===== src/rtl/uart_pkg.sv =====
// Shared definitions for the UART receive path: FSM encoding and oversampling constants.
package uart_pkg;

  typedef enum logic [1:0] {
    IDLE  = 2'd0,
    START = 2'd1,
    DATA  = 2'd2,
    STOP  = 2'd3
  } rx_state_t;

  localparam int          OVERSAMPLE = 16;
  localparam logic [3:0]  MID_START  = 4'd7;
  localparam int          DATA_BITS  = 8;

endpackage


===== src/rtl/uart_baud_tick.sv =====
// Oversample tick generator: one-cycle tick every CLK_DIV clocks, restartable via clr.
module uart_baud_tick #(
  parameter int CLK_DIV = 27
) (
  input  logic CLOCK,
  input  logic reset,
  input  logic clr,
  output logic tick
);

  localparam logic [15:0] LAST_COUNT = 16'(CLK_DIV - 1);

  logic [15:0] count;

  always_ff @(posedge CLOCK) begin
    if (reset || clr) begin
      count <= '0;
    end else if (count == LAST_COUNT) begin
      count <= '0;
    end else begin
      count <= count + 16'd1;
    end
  end

  assign tick = (count == LAST_COUNT);

endmodule


===== src/rtl/uart_rx_ctrl.sv =====
// UART receive controller: synchronizes Rx, tracks start/data/stop timing and emits
// registered shift/load_buffer strobes plus a sticky framing error for the datapath.
module uart_rx_ctrl #(
  parameter int CLK_DIV    = 27,
  parameter int OVERSAMPLE = uart_pkg::OVERSAMPLE
) (
  input  logic CLOCK,
  input  logic reset,
  input  logic Rx,
  input  logic clr_frm_err,
  output logic rx_bit,
  output logic shift,
  output logic load_buffer,
  output logic framing_err,
  output logic busy
);

  import uart_pkg::*;

  localparam logic [3:0] LAST_SAMPLE = 4'(OVERSAMPLE - 1);
  localparam logic [2:0] LAST_BIT    = 3'(DATA_BITS - 1);

  rx_state_t  state, state_next;
  logic [3:0] sample_cnt, sample_next;
  logic [2:0] bit_cnt, bit_next;
  logic       rx_meta, rx_sync;
  logic       tick, clr_tick;
  logic       rx_bit_next, shift_next, load_next, ferr_next, busy_next;

  always_ff @(posedge CLOCK) begin
    if (reset) begin
      rx_meta <= 1'b1;
      rx_sync <= 1'b1;
    end else begin
      rx_meta <= Rx;
      rx_sync <= rx_meta;
    end
  end

  uart_baud_tick #(
    .CLK_DIV (CLK_DIV)
  ) u_baud_tick (
    .CLOCK (CLOCK),
    .reset (reset),
    .clr   (clr_tick),
    .tick  (tick)
  );

  always_ff @(posedge CLOCK) begin
    if (reset) begin
      state       <= IDLE;
      sample_cnt  <= '0;
      bit_cnt     <= '0;
      rx_bit      <= 1'b0;
      shift       <= 1'b0;
      load_buffer <= 1'b0;
      framing_err <= 1'b0;
      busy        <= 1'b0;
    end else begin
      state       <= state_next;
      sample_cnt  <= sample_next;
      bit_cnt     <= bit_next;
      rx_bit      <= rx_bit_next;
      shift       <= shift_next;
      load_buffer <= load_next;
      framing_err <= ferr_next;
      busy        <= busy_next;
    end
  end

  // A clear request is applied first so a simultaneous stop-bit error overrides it.
  always_comb begin
    state_next  = state;
    sample_next = sample_cnt;
    bit_next    = bit_cnt;
    clr_tick    = 1'b0;
    rx_bit_next = rx_bit;
    shift_next  = 1'b0;
    load_next   = 1'b0;
    ferr_next   = framing_err;
    if (clr_frm_err) begin
      ferr_next = 1'b0;
    end

    case (state)
      IDLE: begin
        if (!rx_sync) begin
          state_next  = START;
          sample_next = '0;
          clr_tick    = 1'b1;
        end
      end

      START: begin
        if (tick) begin
          if (sample_cnt == MID_START) begin
            if (!rx_sync) begin
              state_next  = DATA;
              sample_next = '0;
              bit_next    = '0;
            end else begin
              state_next = IDLE;
            end
          end else begin
            sample_next = sample_cnt + 4'd1;
          end
        end
      end

      DATA: begin
        if (tick) begin
          sample_next = sample_cnt + 4'd1;
          if (sample_cnt == LAST_SAMPLE) begin
            shift_next  = 1'b1;
            rx_bit_next = rx_sync;
            bit_next    = bit_cnt + 3'd1;
            if (bit_cnt == LAST_BIT) begin
              state_next = STOP;
            end
          end
        end
      end

      STOP: begin
        if (tick) begin
          sample_next = sample_cnt + 4'd1;
          if (sample_cnt == LAST_SAMPLE) begin
            if (rx_sync) begin
              load_next = 1'b1;
            end else begin
              ferr_next = 1'b1;
            end
            state_next = IDLE;
          end
        end
      end

      default: begin
        state_next = IDLE;
      end
    endcase

    busy_next = (state_next != IDLE);
  end

endmodule


===== config.mk =====
export PLATFORM = sky130hd
export DESIGN_NAME = uart_rx_ctrl
export DESIGN_NICKNAME = d
export VERILOG_FILES = /design/src/rtl/uart_pkg.sv /design/src/rtl/uart_baud_tick.sv /design/src/rtl/uart_rx_ctrl.sv
export SDC_FILE = /design/constraint.sdc
export NUM_CORES = 1
export LEC_CHECK = 0
export CORE_MARGIN = 10
export CORE_UTILIZATION = 56
export DETAILED_ROUTE_END_ITERATION = 8
export PLACE_DENSITY = 0.76
export SLEW_MARGIN = 0
export SYNTH_ARGS = -nofsm -noshare
export SYNTH_HDL_FRONTEND = slang
export SYNTH_SLANG_ARGS = --single-unit
export TNS_END_PERCENT = 5

===== constraint.sdc =====
create_clock -name CLOCK -period 3.59 [get_ports CLOCK]
set_input_delay 0.718 -clock CLOCK [delete_from_list [all_inputs] [get_ports CLOCK]]
set_output_delay 0.718 -clock CLOCK [all_outputs]
set_load 0.02 [all_outputs]

=== Word level (Yosys, flattened, before mapping) ===
Index checks and enable logic that the tools add are counted.

* Bits in registers: 32
* Input bits: 4
* Logic and storage cells: 72

* Bitwise logic cells: 4
* Equal/unequal tests: 13
* Reduce and logical (&&, ||, !) cells: 11
* Muxes and demuxes: 30
* Add/subtract/negate cells: 3

{| class="wikitable"
|+ Operator list
! kind !! count
|-
| $mux W2 || 9
|-
| $add A16 B1 Y16 const B || 1
|-
| $eq A16 B5 Y1 const B || 1
|-
| $mux W4 || 4
|-
| $mux W3 || 5
|-
| $pmux W4 S3 || 1
|-
| $ne A2 B2 Y1 const B || 5
|-
| $mux W1 || 9
|-
| $pmux W2 S4 || 1
|-
| $pmux W3 S2 || 1
|-
| $reduce_and A6 Y1 || 1
|-
| $add A4 B1 Y4 const B || 1
|-
| $eq A2 B2 Y1 const B || 2
|-
| $eq A4 B3 Y1 const B || 1
|-
| $eq A4 B4 Y1 const B || 1
|-
| $not A1 Y1 || 4
|-
| $reduce_bool A2 Y1 || 2
|-
| $reduce_or A2 Y1 || 2
|-
| $reduce_or A4 Y1 || 1
|-
| $add A3 B1 Y3 const B || 1
|-
| $eq A3 B3 Y1 const B || 1
|-
| $reduce_and A3 Y1 || 1
|-
| $reduce_or A3 Y1 || 1
|-
| $eq A2 B1 Y1 const B || 1
|-
| other kinds (4) || 4
|}

=== Logic depth before layout (Yosys ltp) ===
Gate-level depths: netlist (run 1).

* Word-level depth: 6
* Gate-level depth with buffers: 8
* Depth with buffers taken out: 7

=== Cells and area by module ===
From an unflattened synthesis (run 1), not the netlist that was laid out.

* Cells, all modules: 168
* Area total of the unflattened synthesis: 1,508.9 um^2

{| class="wikitable"
|+ By module, submodules not included
! module !! instances !! cells each !! area an instance (um^2)
|-
| uart_rx_ctrl || 1 || 87 || 785.8
|-
| uart_baud_tick || 1 || 81 || 723.2
|}

=== Least setup slack after synthesis (run 1) ===
OpenSTA, ideal clock, no wires.

* Path kind: reg-to-reg
* Start point: reg u_baud_tick.count[0]
* End point: reg bit_cnt[0]
* Data arrival time: 1.494 ns
* Slack: 1.981 ns
* Library setup time: 0.114 ns
* Stages on the path, launching flop included: 9
* Clock period less this slack: 1.609 ns
* Path buffers: 1
* Path through: dfxtp_1 -> inv_1 -> ha_1 -> and4bb_2 -> nand4_2 -> buf_6 -> or3_4 -> mux2i_1 -> nor2_1

* Cells in the longest elaborated chain, start to end: 3
* Elaborated cells on any way between the ends: 4
* Those cells by class: eq/ne (3); reduce/logical (1)

{| class="wikitable"
|+ RTL lines
! item !! line !! RTL
|-
| start, declared || uart_baud_tick.sv:13 || <nowiki>logic [15:0] count;</nowiki>
|-
| start signal, assigned || uart_baud_tick.sv:21 || <nowiki>count <= count + 16'd1;</nowiki>
|-
| $eq A16 B5 Y1 (*) || uart_baud_tick.sv:25 || <nowiki>assign tick = (count == LAST_COUNT);</nowiki>
|-
| $ne A2 B2 Y1 (no source line) || - ||
|-
| $reduce_and A6 Y1 (no source line) (*) || - ||
|-
| end signal, assigned || uart_rx_ctrl.sv:62 || <nowiki>bit_cnt <= bit_next;</nowiki>
|-
| end, declared || uart_rx_ctrl.sv:25 || <nowiki>logic [2:0] bit_cnt, bit_next;</nowiki>
|}

Every way passes the cells marked *; elsewhere a longest branch is shown, timed or not.
A chain may end at the register's enable or synchronous reset.

=== Final worst setup path (run 1) ===
* Start point: in reset
* End point: reg u_baud_tick.count[14]

* Cells in the longest elaborated chain, start to end: 2

{| class="wikitable"
|+ RTL lines
! item !! line !! RTL
|-
| start, declared || uart_rx_ctrl.sv:8 || <nowiki>input logic reset,</nowiki>
|-
| $logic_or A1 B1 Y1 || uart_baud_tick.sv:16 || <nowiki>if (reset || clr) begin</nowiki>
|-
| $reduce_or A2 Y1 (no source line) || - ||
|}

Every way passes these cells.

==> flow_summary.toml, run 1 <==
[grt]
grt_pass1_vias = 1119
grt_max_degree = 17
grt_pass1_wl_um = 4950
antenna_found_initial = 0
grt_usage_pct = 11.5
overflow = 0

[floorplan]
start_util_pct = 60.4
core_um2 = 2540
die_area_um2 = 5240
pin_count = 9
dieHeight_um = 72.4
die_w_um = 72.4
num_rows = 18

[synthesis]
synth.distinct_cells = 47
synthCells = 167
synth_seq_cells = 32
synth_nets = 176
seq_area_frac_synth_pct = 41.7
synth_area_um2 = 1540
syn_avg_cell_area_um2 = 9.20
yosysWarnings = 0

[setup_path]
cp-end-kind = "register"
crit_fanout = 16
arrival_ps = 2320
required_ps = 3830
criticalPathCategory = "input pin to register"
cp-start-kind = "input pin"

[power]
clock_power_share_pct = 36.5
power_frac_seq_pct = 59.3
power_density_nw_per_um2 = 369
intPower_mw = 0.482
combPwrFrac_pct = 4.2
power_mw = 0.617
max-vdd-ir-drop_mv = 0.310
switching_share_pct = 21.9
p_leak_nw = 0.569
switchingPower_mw = 0.135

[finish]
layout_common_cells = "32 x dfxtp_1, 25 x nor2_1, 12 x nand2_1, 9 x a21oi_1, 8 x clkdlybuf4s50_1"
fin_area_um2 = 1670
area_growth_pct = 8.79
layout.nets = 185
antennaDiodeCount = 0
final_cell_count_no_fill = 206
layout_commonest_cell = "dfxtp_1"
final_util_pct = 65.7
drive_gt1_share_pct = 12.5

[sta]
period_share_pct = 57.7
worst_pin_slew_ps = 624
rsz0062_at_grt = "false"
setup_violations = 0
whs_ps = 417
drv_slew = 0
relSlewSlack_pct = 58.3
layout_min_cycle_time_ps = 2070
hold_violations = 0
max_clock_freq_mhz = 483
worst_slack_ps = 1520
skew_ps = 10.9
fin_setup_tns_ps = 0

[cts]
hold_buffers = 0
cts_resized = 0
numCtsBuffers = 5
clk_pin_slew_worst_paths_ps = 100
cts-root-buf = "clkbuf_4"
clock_latency_ps = 330
post-cts-setup-buffers = 0
htree_levels = 2
clock_path_buffers = 2
cts_tree = "done"
clkSinkCount = 32

[placement]
place_area_um2 = 1610
place.gp.congestion = 0.834
hpwl_um = 2140
dp_slack_ps = 1180
place_inst = 199
portBuffers = 8

[min_path]
hold_class = "register to register"

[detailed_routing]
drc = 0
wl_per_cell_um = 14.2
wirelength_um = 2920
routed-via-count = 1231
vias_per_cell = 5.98
drtIter0Drc = 100
first_pass_iters = 4
ant_nets = 0

[run]
cap_violations = 0

[outcome]
status = "completed"
power by group through the flow:
stage                     Clock [mW]  Sequential, mW  Combinational (mW)
after floorplan                    0           0.372              0.0189
after global placement             0           0.374              0.0247
after detailed placement           0           0.374              0.0253
after CTS                      0.229           0.366              0.0256
after global routing           0.245           0.367              0.0290
final                          0.225           0.366              0.0256
synthesized netlist by cell type, drive strengths merged:
master    n  share of area [%]
clkbuf    1               0.90
nand4     5                2.4
nand4b    2                1.1
a21oi     9                2.9
a32oi     1               0.57
or3       5                2.4
and3      1               0.41
o211ai    1               0.49
nor3      5                1.6
a41oi     1               0.57
and2      2               0.81
o21ai     6                2.2
buf       5                2.2
mux2i     1               0.65
or2       3                1.2
a22oi     2               0.98
nand3     7                2.3
o22ai     1               0.41
o31ai     1               0.81
nand3b    1               0.49
and2b     2                1.1
nor4      2                1.8
xor2      7                4.0
a311oi    2                1.5
a21o      1               0.49
dfxtp    32                 42
and4      4                2.4
nor2     25                6.1
inv       5                1.2
or2b      1               0.57
a31oi     1               0.41
ha        5                4.1
xnor2     4                2.3
and4bb    1               0.81
nand2    12                2.9
nor4b     2                2.5
o2bb2ai   1               0.57
metal layers:
layer | vias to the layer above | share of wire [%] | track usage (%)
met1 | 583 | 47 | 14.1
li1 | 612 | - | -
met4 | 0 | 1.7 | 5.06
met2 | 29 | 45 | 17.5
met3 | 7 | 6.6 | 4.35
met5 | - | 0 | 0
critical path, stage by stage:
cell	delay, ps
clkdlybuf4s50_1	670
inv_1	170
nand3_1	450
a21oi_1	300
flip-flops by register name, summed over array words and instances (netlist names):
register,count
bit_cnt,3
busy,1
framing_err,1
load_buffer,1
rx_bit,1
rx_meta,1
rx_sync,1
sample_cnt,4
shift,1
state,2
u_baud_tick.count,16
layout make-up:
| cell class | instances | area [µm²] |
|---|---|---|
| multi-input cells | 124 | 830 |
| inverters | 5 | 18.8 |
| flip-flops and latches | 32 | 641 |
| repair buffers | 8 | 80.1 |
| clock buffers | 7 | 65.1 |
| well taps | 30 | 37.5 |
| fillers | 219 | 873 |
kinds of logic (layout without fill, tap and decap cells):
logic type | Yosys count | count (layout) | synth area share [%]
mux | 1 | 1 | 0.651
xor+xnor | 11 | 11 | 6.27
buf+inv | 11 | 20 | 4.32
flops | 32 | 32 | 41.7
simple gates | 80 | 80 | 31.0
fa+ha+maj | 5 | 5 | 4.07
compound gates | 27 | 27 | 12.0
worst paths after layout:
path                                        start                                to  slack [ps]  cells past startpoint
setup reg to reg  u_baud_tick.count[0]$_SDFF_PP0_  u_baud_tick.count[14]$_SDFF_PP0_        1600                      6
hold / removal                 rx_meta$_SDFF_PP1_                rx_sync$_SDFF_PP1_         420                      1
setup / recovery                            reset  u_baud_tick.count[14]$_SDFF_PP0_        1520                      4
hold reg to reg                rx_meta$_SDFF_PP1_                rx_sync$_SDFF_PP1_         420                      1
No activity file was read; power rests on OpenSTA's default activity.
==> inputs of run 2 (changes only) <==
--- a/config.mk
+++ b/config.mk
@@ -6,9 +6,9 @@
 export NUM_CORES = 1
 export LEC_CHECK = 0
 export CORE_MARGIN = 10
-export CORE_UTILIZATION = 56
+export CORE_UTILIZATION = 52
 export DETAILED_ROUTE_END_ITERATION = 8
-export PLACE_DENSITY = 0.76
+export PLACE_DENSITY = 0.74
 export SLEW_MARGIN = 0
 export SYNTH_ARGS = -nofsm -noshare
 export SYNTH_HDL_FRONTEND = slang
==> constraint.sdc (replaced) <==
create_clock -name CLOCK -period 1.65 [get_ports CLOCK]
set_input_delay 0.33 -clock CLOCK [delete_from_list [all_inputs] [get_ports CLOCK]]
set_output_delay 0.33 -clock CLOCK [all_outputs]
set_load 0.02 [all_outputs]
==> run 2 against run 1 <==
  * Critical endpoint is now rx_bit$_SDFFE_PP0P_
  * Sequential cell count did not move
  * Worst setup slack worse by 1500 ps
  * Register-to-register slack got worse by 1600 ps
  * The flow now finishes with violations (negative setup slack)
  * Critical path type is now register to register
  * Cell area increased by 14%
  * Clock skew is 1.7 ps lower
  * Non-clock buffer count up 22
  * Critical path depth grew 3
  * Via count rose by 6.4%
  * Combinational power increased to 3.3 times the previous value
  * Final cell count up 11%
  * Sequential power is 120% higher
==> flow_summary.toml, run 2 (same netlist as run 1, synthesis figures left out) <==
[detailed_routing]
drc = 0
ant_nets = 0
drtIter0Drc = 71
first_pass_iters = 4
wl_per_cell_um = 14.5
vias_per_cell = 5.72
wirelength_um = 3320
routed-via-count = 1310

[grt]
grt_usage_pct = 12.6
grt_pass1_wl_um = 5550
grt_pass1_vias = 1264
grt_max_degree = 17
antenna_found_initial = 0
overflow = 0

[floorplan]
dieHeight_um = 74.4
num_rows = 19
pin_count = 9
die_area_um2 = 5530
start_util_pct = 55.2
core_um2 = 2780
die_w_um = 74.4

[power]
power_density_nw_per_um2 = 723
max-vdd-ir-drop_mv = 0.906
p_leak_nw = 0.725
power_mw = 1.38

[cts]
clock_path_buffers = 2
hold_buffers = 0
clock_latency_ps = 330
numCtsBuffers = 5
cts-root-buf = "clkbuf_4"
cts_tree = "done"
clkSinkCount = 32
htree_levels = 2
clk_pin_slew_worst_paths_ps = 100

[finish]
layout_commonest_cell = "dfxtp_1"
layout.nets = 207
top_register = "u_baud_tick.count"
largest_register_ff_count = 16
reg.largest.list = "u_baud_tick.count x16, sample_cnt x4, bit_cnt x3"
fin_area_um2 = 1900
drive_gt1_share_pct = 26.8
fillers = 227
layout_common_cells = "30 x dfxtp_1, 23 x nor2_1, 20 x buf_4, 12 x nand2_1, 8 x a21oi_1"
area_growth_pct = 23.9
antennaDiodeCount = 0

[sta]
worst_slack_ps = -27.4
rsz0062_at_grt = "true"
worst_pin_slew_ps = 389
period_share_pct = 102
skew_ps = 9.22
relSlewSlack_pct = 74.0
hold_violations = 0
max_clock_freq_mhz = 596
drv_slew = 0
layout_min_cycle_time_ps = 1680
setup_violations = 3

[setup_path]
criticalPathCategory = "register to register"
crit_chain = "inv_1 > ha_1 > and4bb_2 > nand4_4 > or3_4 > o21ai_2 > a21oi_1"
required_ps = 1880
slowest_stage = "or3_4"
crit_fanout = 7
cp-start-kind = "register"
cp-end-kind = "register"
slowest_delay_ps = 440
arrival_ps = 1910

[placement]
place_area_um2 = 1770
portBuffers = 8
hpwl_um = 2340
place.gp.congestion = 0.890

[run]
cap_violations = 0

[outcome]
violations = "negative setup slack"
status = "finished, violations left"

[min_path]
hold_class = "register to register"
[run 2: cell types whose count changed in the layout (fill, tap and decap cells not counted), moves of 2 or more]
cell	delta
nor3_2	+2
nor3_1	-2
buf_4	+20
nor2_1	-2
nor2_2	+2
dfxtp_2	+2
dfxtp_1	-2
clkdlybuf4s50_1	-2
[run 2: repair_timing]
item,CTS,global route
endpoints found under the setup margin,10,17
setup buffers,1,1
gates resized for setup,7,8
pin swaps,2,4
[run 2: layout make-up]
class | count | area, µm² | area share [%]
clock buffers | 7 | 65.1 | 3.42
repair buffers | 30 | 263 | 13.8
inverters | 5 | 18.8 | 0.986
well taps | 31 | 38.8 | 2.04
multi-input cells | 124 | 876 | 46.0
flip-flops and latches | 32 | 643 | 33.8
[run 2: layer usage]
layer / up-vias / share of wire (%) / track usage [%]
met2: 26 / 47 / 19.9
met5: - / 0 / 0
met4: 0 / 2.2 / 6.50
li1: 662 / - / -
met1: 614 / 46 / 15.2
met3: 8 / 5.0 / 3.72
[run 2: final timing paths]
path                                                      start             endpoint  slack [ps]  cells after the start
worst max-delay path            u_baud_tick.count[0]$_SDFF_PP0_  rx_bit$_SDFFE_PP0P_         -30                      7
worst max register to register  u_baud_tick.count[0]$_SDFF_PP0_  rx_bit$_SDFFE_PP0P_         -30                      7
worst min-delay path                         rx_meta$_SDFF_PP1_   rx_sync$_SDFF_PP1_         420                      1
worst min register to register               rx_meta$_SDFF_PP1_   rx_sync$_SDFF_PP1_         420                      1
[run 2: through the flow]
step                hold WS (ps)  setup TNS (ps)  worst slack (ps)  std cells  util, %
detailed placement           395            -203             -51.6        220     63.7
CTS                          418           -64.2             -34.4        228     67.3
global route                 432           -1120              -127        229     68.5
floorplan                    389               0              41.3        167        -
global placement             394           -32.3             -32.3        220     63.7
finish                       418           -67.5             -27.4        229     68.5
[run 2: report_power, final]
group	switching, mW	leakage, nW	internal [mW]	total, mW
combinational	0.0438	0.428	0.0404	0.0842
sequential	0.00727	0.260	0.783	0.791
clock	0.260	0.0374	0.242	0.502
[run 2: worst max-delay path: cells and delay by family, from the launching register on]
family / cells / cell delay (ps)
AOI/OAI and AO/OA: 2 / 200
adders and majority gates: 1 / 130
buffers and inverters: 1 / 50
DFF: 1 / 320
and+or+nand+nor: 3 / 890
